==> config.mk <==
export PLATFORM = sky130hd
export DESIGN_NAME = uart_rx_frame
export DESIGN_NICKNAME = d
export VERILOG_FILES = /design/src/rtl/uart_rx_pkg.sv /design/src/rtl/uart_rx_byte.sv /design/src/rtl/uart_rx_frame.sv
export SDC_FILE = /design/constraint.sdc
export NUM_CORES = 1
export LEC_CHECK = 0
export CORE_ASPECT_RATIO = 0.5
export CORE_MARGIN = 2
export CORE_UTILIZATION = 32
export DETAILED_ROUTE_END_ITERATION = 12
export DONT_BUFFER_PORTS = 1
export PLACE_DENSITY = 0.43
export SYNTH_ARGS = -nofsm -noshare
export SYNTH_HDL_FRONTEND = slang
export SYNTH_SLANG_ARGS = --single-unit
==> constraint.sdc <==
create_clock -name clk -period 12.56 [get_ports clk]
set_clock_uncertainty 0.05 [all_clocks]
set_input_delay 1.256 -clock clk [delete_from_list [all_inputs] [get_ports clk]]
set_output_delay 1.256 -clock clk [all_outputs]
set_load 0.05 [all_outputs]
==> src/rtl/uart_rx_pkg.sv <==
// Shared types and constants for the RS485 burst UART receiver.
`timescale 1ns/1ps
package uart_rx_pkg;

    localparam int BYTE_W           = 8;
    localparam int IDX_W            = 4;
    localparam int DEF_OVERSAMPLE   = 16;
    localparam int DEF_GAP_BITS     = 22;
    localparam int DEF_FRAME_BYTES  = 16;

    typedef enum logic [2:0] {
        IDLE,
        START,
        DATA,
        STOP,
        BREAK
    } rx_state_e;

endpackage

==> src/rtl/uart_rx_byte.sv <==
// Byte deserialiser: rx synchroniser, start/data/stop FSM and shift register.
// Strobes (start_o, valid_o, ferr_o) are single-cycle registered pulses.
`timescale 1ns/1ps
module uart_rx_byte
    import uart_rx_pkg::*;
#(
    parameter int OVERSAMPLE = DEF_OVERSAMPLE
) (
    input  logic              clk,
    input  logic              reset,
    input  logic              rx_i,
    output logic              start_o,
    output logic              valid_o,
    output logic [BYTE_W-1:0] data_o,
    output logic              ferr_o,
    output logic              busy_o,
    output rx_state_e         state_o
);

    localparam int CNT_W = $clog2(OVERSAMPLE);
    localparam logic [CNT_W-1:0] HALF_CNT = CNT_W'(OVERSAMPLE / 2 - 1);
    localparam logic [CNT_W-1:0] LAST_CNT = CNT_W'(OVERSAMPLE - 1);

    rx_state_e         state_q;
    logic              sync_q;
    logic              rxs_q;
    logic              rxs_prev_q;
    logic [CNT_W-1:0]  cnt_q;
    logic [2:0]        bit_q;
    logic [BYTE_W-1:0] shift_q;
    logic              start_q;
    logic              valid_q;
    logic              ferr_q;
    logic              busy_q;

    always_ff @(posedge clk) begin
        if (!reset) begin
            state_q    <= IDLE;
            sync_q     <= 1'b1;
            rxs_q      <= 1'b1;
            rxs_prev_q <= 1'b1;
            cnt_q      <= '0;
            bit_q      <= '0;
            shift_q    <= '0;
            start_q    <= 1'b0;
            valid_q    <= 1'b0;
            ferr_q     <= 1'b0;
            busy_q     <= 1'b0;
        end else begin
            sync_q     <= rx_i;
            rxs_q      <= sync_q;
            rxs_prev_q <= rxs_q;
            start_q    <= 1'b0;
            valid_q    <= 1'b0;
            ferr_q     <= 1'b0;
            case (state_q)
                IDLE: begin
                    if (rxs_prev_q && !rxs_q) begin
                        state_q <= START;
                        cnt_q   <= '0;
                        busy_q  <= 1'b1;
                        start_q <= 1'b1;
                    end
                end
                START: begin
                    if (cnt_q == HALF_CNT) begin
                        cnt_q <= '0;
                        bit_q <= '0;
                        // A line already back high at mid-start-bit was a glitch.
                        if (rxs_q) begin
                            state_q <= IDLE;
                            busy_q  <= 1'b0;
                        end else begin
                            state_q <= DATA;
                        end
                    end else begin
                        cnt_q <= cnt_q + CNT_W'(1);
                    end
                end
                DATA: begin
                    if (cnt_q == LAST_CNT) begin
                        cnt_q   <= '0;
                        shift_q <= {rxs_q, shift_q[BYTE_W-1:1]};
                        bit_q   <= bit_q + 3'd1;
                        if (bit_q == 3'd7) begin
                            state_q <= STOP;
                        end
                    end else begin
                        cnt_q <= cnt_q + CNT_W'(1);
                    end
                end
                STOP: begin
                    if (cnt_q == LAST_CNT) begin
                        cnt_q  <= '0;
                        busy_q <= 1'b0;
                        if (rxs_q) begin
                            valid_q <= 1'b1;
                            state_q <= IDLE;
                        end else begin
                            ferr_q  <= 1'b1;
                            state_q <= BREAK;
                        end
                    end else begin
                        cnt_q <= cnt_q + CNT_W'(1);
                    end
                end
                BREAK: begin
                    if (rxs_q) begin
                        state_q <= IDLE;
                    end
                end
                default: begin
                    state_q <= IDLE;
                    busy_q  <= 1'b0;
                end
            endcase
        end
    end

    assign start_o = start_q;
    assign valid_o = valid_q;
    assign data_o  = shift_q;
    assign ferr_o  = ferr_q;
    assign busy_o  = busy_q;
    assign state_o = state_q;

endmodule

==> src/rtl/uart_rx_frame.sv <==
// Frame assembler: slot index, inter-byte gap timer, assembly/output double
// buffer and the registered read port for downstream consumers.
`timescale 1ns/1ps
module uart_rx_frame
    import uart_rx_pkg::*;
#(
    parameter int OVERSAMPLE  = DEF_OVERSAMPLE,
    parameter int FRAME_BYTES = DEF_FRAME_BYTES,
    parameter int GAP_BITS    = DEF_GAP_BITS
) (
    input  logic              clk,
    input  logic              reset,
    input  logic              rx,
    input  logic [IDX_W-1:0]  rd_addr,
    output logic [BYTE_W-1:0] rd_data,
    output logic              byte_valid,
    output logic [BYTE_W-1:0] byte_data,
    output logic [IDX_W-1:0]  byte_index,
    output logic              frame_done,
    output logic              frame_err,
    output logic              busy
);

    localparam int NSLOT   = 1 << IDX_W;
    localparam int GAP_MAX = GAP_BITS * OVERSAMPLE;
    localparam int GAP_W   = $clog2(GAP_MAX + 1);
    localparam logic [IDX_W-1:0] LAST_IDX = IDX_W'(FRAME_BYTES - 1);

    logic              b_start;
    logic              b_valid;
    logic [BYTE_W-1:0] b_data;
    logic              b_ferr;
    logic              b_busy;
    rx_state_e         rx_state;

    uart_rx_byte #(
        .OVERSAMPLE (OVERSAMPLE)
    ) u_byte (
        .clk     (clk),
        .reset   (reset),
        .rx_i    (rx),
        .start_o (b_start),
        .valid_o (b_valid),
        .data_o  (b_data),
        .ferr_o  (b_ferr),
        .busy_o  (b_busy),
        .state_o (rx_state)
    );

    logic [IDX_W-1:0]  wr_idx_q, wr_idx_d;
    logic [GAP_W-1:0]  gap_q, gap_d;
    logic              frame_err_q, frame_err_d;
    logic              gap_hit;
    logic              last_slot;
    logic [BYTE_W-1:0] asm_q [NSLOT];
    logic [BYTE_W-1:0] out_q [NSLOT];

    assign last_slot = (wr_idx_q == LAST_IDX);
    assign gap_hit   = (gap_q == GAP_W'(GAP_MAX));

    always_comb begin
        wr_idx_d    = wr_idx_q;
        gap_d       = gap_q;
        frame_err_d = frame_err_q;

        // The gap timer only runs while a partial frame is pending.
        if (b_start) begin
            gap_d       = '0;
            frame_err_d = 1'b0;
        end else if (rx_state == IDLE && wr_idx_q != '0) begin
            gap_d = gap_hit ? gap_q : gap_q + GAP_W'(1);
        end else begin
            gap_d = '0;
        end

        if (b_valid) begin
            wr_idx_d = last_slot ? '0 : wr_idx_q + IDX_W'(1);
        end else if (b_ferr) begin
            wr_idx_d    = '0;
            frame_err_d = 1'b1;
        end else if (gap_hit && !b_start) begin
            wr_idx_d    = '0;
            gap_d       = '0;
            frame_err_d = 1'b1;
        end
    end

    always_ff @(posedge clk) begin
        if (!reset) begin
            wr_idx_q    <= '0;
            gap_q       <= '0;
            frame_err_q <= 1'b0;
            byte_valid  <= 1'b0;
            byte_data   <= '0;
            byte_index  <= '0;
            frame_done  <= 1'b0;
            rd_data     <= '0;
            for (int i = 0; i < NSLOT; i++) begin
                asm_q[i] <= '0;
                out_q[i] <= '0;
            end
        end else begin
            wr_idx_q    <= wr_idx_d;
            gap_q       <= gap_d;
            frame_err_q <= frame_err_d;
            byte_valid  <= b_valid;
            frame_done  <= b_valid && last_slot;
            if (b_valid) begin
                byte_data         <= b_data;
                byte_index        <= wr_idx_q;
                asm_q[wr_idx_q]   <= b_data;
                // The closing byte bypasses asm_q so the whole frame moves at once.
                if (last_slot) begin
                    for (int i = 0; i < NSLOT; i++) begin
                        out_q[i] <= (IDX_W'(i) == wr_idx_q) ? b_data : asm_q[i];
                    end
                end
            end
            rd_data <= ({1'b0, rd_addr} < (IDX_W + 1)'(FRAME_BYTES)) ? out_q[rd_addr] : '0;
        end
    end

    assign frame_err = frame_err_q;
    assign busy      = b_busy;

endmodule

==> results.cfg, run 1 <==
[sta]
fin_crit_ns = 4.05
slew_violations = 0
hold_viol = 0
tns_ns = 0
worst_slew_pin_slew_ns = 1.16
setup_ws_ns = 8.51
finalCritPeriodShare = 0.322
fmax_mhz = 247
finalSetupViolCount = 0
max_slew_margin = 0.217
rsz0062_at_grt = no

[route]
first_iter_violations = 565
drtAntennaViolNets = 0
wl_um = 37000
drc = 0
vias = 8557
first_pass_iters = 5
avgViaCountPerCell = 4.88
wl_per_cell_um = 21.1

[synthesis]
synth_area_mm2 = 0.0138
ys_warn_count = 0
ys_ff_latch = 317
ys_top_cells_by_count = edfxtp_1 (256), nor2_1 (249), nand2_1 (179)
synth_nets = 1204
synth_top_area_share = 0.556
yosysSeqAreaShare = 0.645
synth_area_leaders = edfxtp_1 (56%), dfxtp_1 (8.8%), nor2_1 (6.8%)
syn_inst = 1188
netlist.top_cell.by_area = edfxtp_1
postSynth.asyncResetShare = 0
ys_types = 54
synth_most_common_cell = edfxtp_1
synth_flop_cell = edfxtp_1
syn-mean-instance-area_um2 = 11.6
synth_edf_count = 256

[worst_setup_path]
start_kind = register
r2r_slack_ns = 8.51
crit_fanout = 69
r2r-start = wr_idx_q[0]$_SDFFE_PN0P_
path_class = reg -> reg
required_ns = 12.70
r2r_cells = 5
worstSetupEndpointType = register
critical_path_arrival_ns = 4.19
timing.rr.end = out_q[3][2]$_SDFFCE_PN0P_

[floorplanning]
core_mm2 = 0.0423
die_area_mm2 = 0.0450
dieWidth_um = 298
io_pins = 31
die_height_um = 151
rows = 53
initial_core_util = 0.327

[clock_network]
cts_resized = 0
clockBufferDepth = 3
cts_made_buffers = 31
ctsHoldBuffers = 0
clk_pin_slew_ns = 0.06
cts-root-buf = clkbuf_16
htree_levels = 1
clk_latency_ns = 0.58
cts_tree = yes
cts_setup_buffers = 0
clock-sinks = 317

[hold_path]
hp-start = u_byte.sync_q$_SDFF_PN1_
holdPathEnd = u_byte.rxs_q$_SDFF_PN1_
hold_path.class = reg -> reg
whs_path_depth = 1

[power_and_ir_drop]
p_comb_frac = 0.032
pwr-share-clk = 0.426
p_switching_mw = 0.476
leakage_nw = 5.17
p_sw_frac = 0.217
power.internal_mw = 1.71
p_per_area_mw_per_mm2 = 143
seqPwrFrac = 0.542
peakVddDrop_mv = 0.0978

[layout]
n_fill_cell = 4181
final_net_count = 1170
syn2layout_area_growth_pct = 10.9
layout.cells.non_filler = 1755
drive_gt1_frac = 0.0815
antennaDiodeCount = 0

[global_routing]
antenna_found_initial = 0
grtUsageTotal = 0.168
grt_overflow = 0
grt_pass1_vias = 8755
grt_max_degree = 106
grt_pass1_wl_um = 56000

[placement]
port_buffers = 0
dp_hpwl_um = 22800
placedCellCount = 1698
place_ws_ns = 8.44
gp_congestion = 0.756

[status]
outcome = complete, no violations

[run]
drv_cap = 0
## critical path, stage by stage (launching register included)
cell and delay, ns:
dfxtp_1 0.48, ha_1 0.56, nand3_1 0.60, o21ai_4 0.41, buf_4 0.64, buf_4 0.82
## cell families (layout without fill, tap and decap cells)
group | count (synthesis) | after routing | share of synthesized area
AND/OR/NAND/NOR | 540 | 540 | 0.167
XOR/XNOR | 9 | 9 | 0.00570
AO/OA/AOI/OAI | 147 | 147 | 0.0729
buffers and inverters | 102 | 92 | 0.0321
multiplexers | 64 | 64 | 0.0696
adder cells (fa/ha/maj) | 9 | 9 | 0.00815
flip-flops | 317 | 317 | 0.645
## layout by cell type, fill, tap and decap left out, types with 3 or more instances in the layout
cell type and count:
a21boi_0 48, ha_1 9, and2_1 15, nor2b_1 36, inv_1 12, clkinv_1 4
mux4_2 15, o21ai_0 18, xor2_1 4, dfxtp_1 61, clkinv_2 5, and3_1 17
nand2_1 178, buf_4 23, nor3_1 5, mux2_2 3, nand2b_1 7, xnor2_1 5
edfxtp_1 256, a21o_1 3, mux4_1 8, clkbuf_1 6, a21oi_1 33, clkbuf_8 4
nand3_1 20, a21boi_1 5, nor2_1 249, a22oi_1 8, mux2i_1 38, clkbuf_16 31
a211oi_1 6, o211ai_1 5, a311oi_1 3
## worst max path at each step
stage                                         from                         to  slack (ns)  cells past startpoint
after CTS                 wr_idx_q[0]$_SDFFE_PN0P_  out_q[7][1]$_SDFFCE_PN0P_        8.44                      5
after detailed placement  wr_idx_q[0]$_SDFFE_PN0P_  out_q[5][5]$_SDFFCE_PN0P_        8.44                      5
after global routing      wr_idx_q[0]$_SDFFE_PN0P_  out_q[7][1]$_SDFFCE_PN0P_        8.12                      5
after floorplan           wr_idx_q[0]$_SDFFE_PN0P_  out_q[0][0]$_SDFFCE_PN0P_        1.35                      5
final                     wr_idx_q[0]$_SDFFE_PN0P_  out_q[3][2]$_SDFFCE_PN0P_        8.51                      5
after global placement    wr_idx_q[0]$_SDFFE_PN0P_  out_q[0][4]$_SDFFCE_PN0P_        8.63                      5
## power groups by stage
stage	Sequential, mW	Clock (mW)	Combinational (mW)
6_report	1.19	0.933	0.0708
5_1_grt	1.19	1.00	0.0777
4_1_cts	1.19	0.957	0.0724
3_5_place_dp	1.21	0	0.0721
3_3_place_gp	1.21	0	0.0717
2_1_floorplan	1.21	0	0.0582
## registers in the layout, summed over array words and instances (netlist names), 3 cells and up
signal	count
asm_q	128
byte_data	8
byte_index	4
gap_q	9
out_q	128
rd_data	8
u_byte.bit_q	3
u_byte.cnt_q	4
u_byte.data_o	8
u_byte.state_o	3
wr_idx_q	4
## final cells by class
class | count | area, um2 | share of cell area
inverter | 12 | 45.0 | 0.00294
tap | 577 | 722 | 0.0471
timing repair buffer | 23 | 173 | 0.0113
clock buffer | 41 | 853 | 0.0557
sequential | 317 | 8910 | 0.581
multi-input combinational | 769 | 4480 | 0.292
clock inverter | 16 | 145 | 0.00947
## per-layer routing
metal  part of all wire  up-vias  GRT usage
met1               0.49     4248      0.240
met3              0.045       56     0.0275
met5                  0        -          0
met4              0.025        0     0.0437
met2               0.44      172      0.267
li1                   -     4081          -
## stage by stage
step	power (mW)	hold slack, ns	cell area, um2	util
final	2.19	0.355	15300	0.362
after CTS	2.22	0.357	15300	0.362
after floorplan	1.27	0.336	13800	-
after global routing	2.27	0.376	15300	0.362
after detailed placement	1.28	0.342	14300	0.339
after global placement	1.28	0.345	14300	0.339
(Power assumes the default switching activity.)
==> run 2: changes to the inputs <==
==> constraint.sdc (replaced) <==
create_clock -name clk -period 4.1 [get_ports clk]
set_clock_uncertainty 0.05 [all_clocks]
set_input_delay 0.41 -clock clk [delete_from_list [all_inputs] [get_ports clk]]
set_output_delay 0.41 -clock clk [all_outputs]
set_load 0.05 [all_outputs]
==> results.cfg, run 2 (synthesis results as in run 1) <==
[layout]
final_cell_mix = edfxtp_1 (256), nor2_1 (249), nand2_1 (178)
drive_gt1_frac = 0.0968
final_common_cell = edfxtp_1
layout.cells.non_filler = 1776
largestRegisters = asm_q x128, out_q x128, gap_q x9
final_net_count = 1189
syn2layout_area_growth_pct = 12.3

[worst_setup_path]
crit_cells = 5
worstSetupEndpointType = register
crit_fanout = 30
crit_end = out_q[8][2]$_SDFFCE_PN0P_
critical_path_arrival_ns = 3.36
path_class = reg -> reg
required_ns = 4.48
timing.rr.end = out_q[8][2]$_SDFFCE_PN0P_
cp_top_family = simple AND/OR/NAND/NOR gates
r2r-start = u_byte.valid_o$_SDFF_PN0_
crit_buf_inv = 2
crit_slowest_cell = and2_1
path_common_cell = buf_4
crit_path_cell_trace = buf_4 > and2_1 > nand2_2 > buf_4 > a21oi_1
r2r_cells = 5
r2r_slack_ns = 1.11
worstSetupStartpoint = u_byte.valid_o$_SDFF_PN0_
start_kind = register
slowest_delay_ns = 0.75

[clock_network]
htree_levels = 1
clockBufferDepth = 3
clk_latency_ns = 0.61
cts-root-buf = clkbuf_16
clk_pin_slew_ns = 0.06
clock-sinks = 317
cts_tree = yes
cts_made_buffers = 31

[route]
drtAntennaViolNets = 0
drc = 0
avgViaCountPerCell = 4.94
vias = 8777
first_pass_iters = 5
wl_per_cell_um = 21.9
first_iter_violations = 717
wl_um = 38900

[sta]
slew_violations = 0
finalCritPeriodShare = 0.728
tns_ns = 0
fin_crit_ns = 2.99
rsz0062_at_grt = no
worst_slew_pin_slew_ns = 1.12
hold_viol = 0
finalSetupViolCount = 0
fmax_mhz = 335
max_slew_margin = 0.242

[floorplanning]
dieWidth_um = 298
initial_core_util = 0.327
io_pins = 31
core_mm2 = 0.0423
die_area_mm2 = 0.0450
die_height_um = 151
rows = 53

[global_routing]
grt_pass1_wl_um = 58200
grt_overflow = 0
grt_pass1_vias = 8557
grt_max_degree = 75
grtUsageTotal = 0.175
antenna_found_initial = 0

[placement]
dp_hpwl_um = 24400
gp_congestion = 0.779
placedCellCount = 1714
port_buffers = 0

[power_and_ir_drop]
peakVddDrop_mv = 0.232
leakage_nw = 5.29
p_per_area_mw_per_mm2 = 437

[hold_path]
hold_path.class = in -> reg

[run]
drv_cap = 0

[status]
outcome = complete, no violations
run 2: worst min path at each step:
| stage | startpoint | to | slack (ns) | depth (start not counted) |
|---|---|---|---|---|
| CTS | rd_addr[1] | rd_data[1]$_SDFF_PN0_ | 0.003 | 2 |
| finish | reset | u_byte.sync_q$_SDFF_PN1_ | 0.03 | 2 |
| floorplan | u_byte.sync_q$_SDFF_PN1_ | u_byte.rxs_q$_SDFF_PN1_ | 0.34 | 1 |
| global route | reset | u_byte.sync_q$_SDFF_PN1_ | 0.02 | 2 |
| global placement | u_byte.sync_q$_SDFF_PN1_ | u_byte.rxs_q$_SDFF_PN1_ | 0.35 | 1 |
| detailed placement | u_byte.sync_q$_SDFF_PN1_ | u_byte.rxs_q$_SDFF_PN1_ | 0.34 | 1 |
run 2: layout make-up:
type / count / area, um2
antenna: 1 / 2.50
clock buffer: 41 / 863
clock inverter: 17 / 150
fill: 4198 / 26800
inverter: 12 / 45.0
multi-input combinational: 769 / 4480
sequential: 317 / 8910
tap: 577 / 722
timing repair buffer: 42 / 345
run 2: timing repair:
action | CTS | global route
resized for setup | 0 | 0
hold endpoints to repair | 39 | 0
setup buffers | 0 | 0
hold buffers | 3 | 0
run 2: stage by stage:
stage | total power, mW | util | setup WS (ns) | instance area, um2 | hold WS (ns)
after floorplan | 3.87 | - | 0.0840 | 13800 | 0.336
after global placement | 3.93 | 0.342 | 1.14 | 14500 | 0.346
after detailed placement | 3.93 | 0.342 | 1.08 | 14500 | 0.344
after CTS | 6.85 | 0.367 | 1.10 | 15500 | 0.00274
after global routing | 7.00 | 0.367 | 0.879 | 15500 | 0.0154
final | 6.78 | 0.367 | 1.11 | 15500 | 0.0271
run 2: report_power, final:
group	switching, mW	leakage (nW)	internal, mW
registers	0.0701	3.13	3.57
clock network	1.30	0.510	1.61
logic	0.130	1.65	0.0941
run 2: routing by layer:
layer | track usage | vias to the layer above | routed length, um | share of wire
li1 | - | 4128 | - | -
met3 | 0.0284 | 45 | 1870 | 0.048
met1 | 0.265 | 4400 | 19600 | 0.51
met5 | 0 | - | 0 | 0
met4 | 0.0302 | 0 | 610 | 0.016
met2 | 0.267 | 204 | 16700 | 0.43
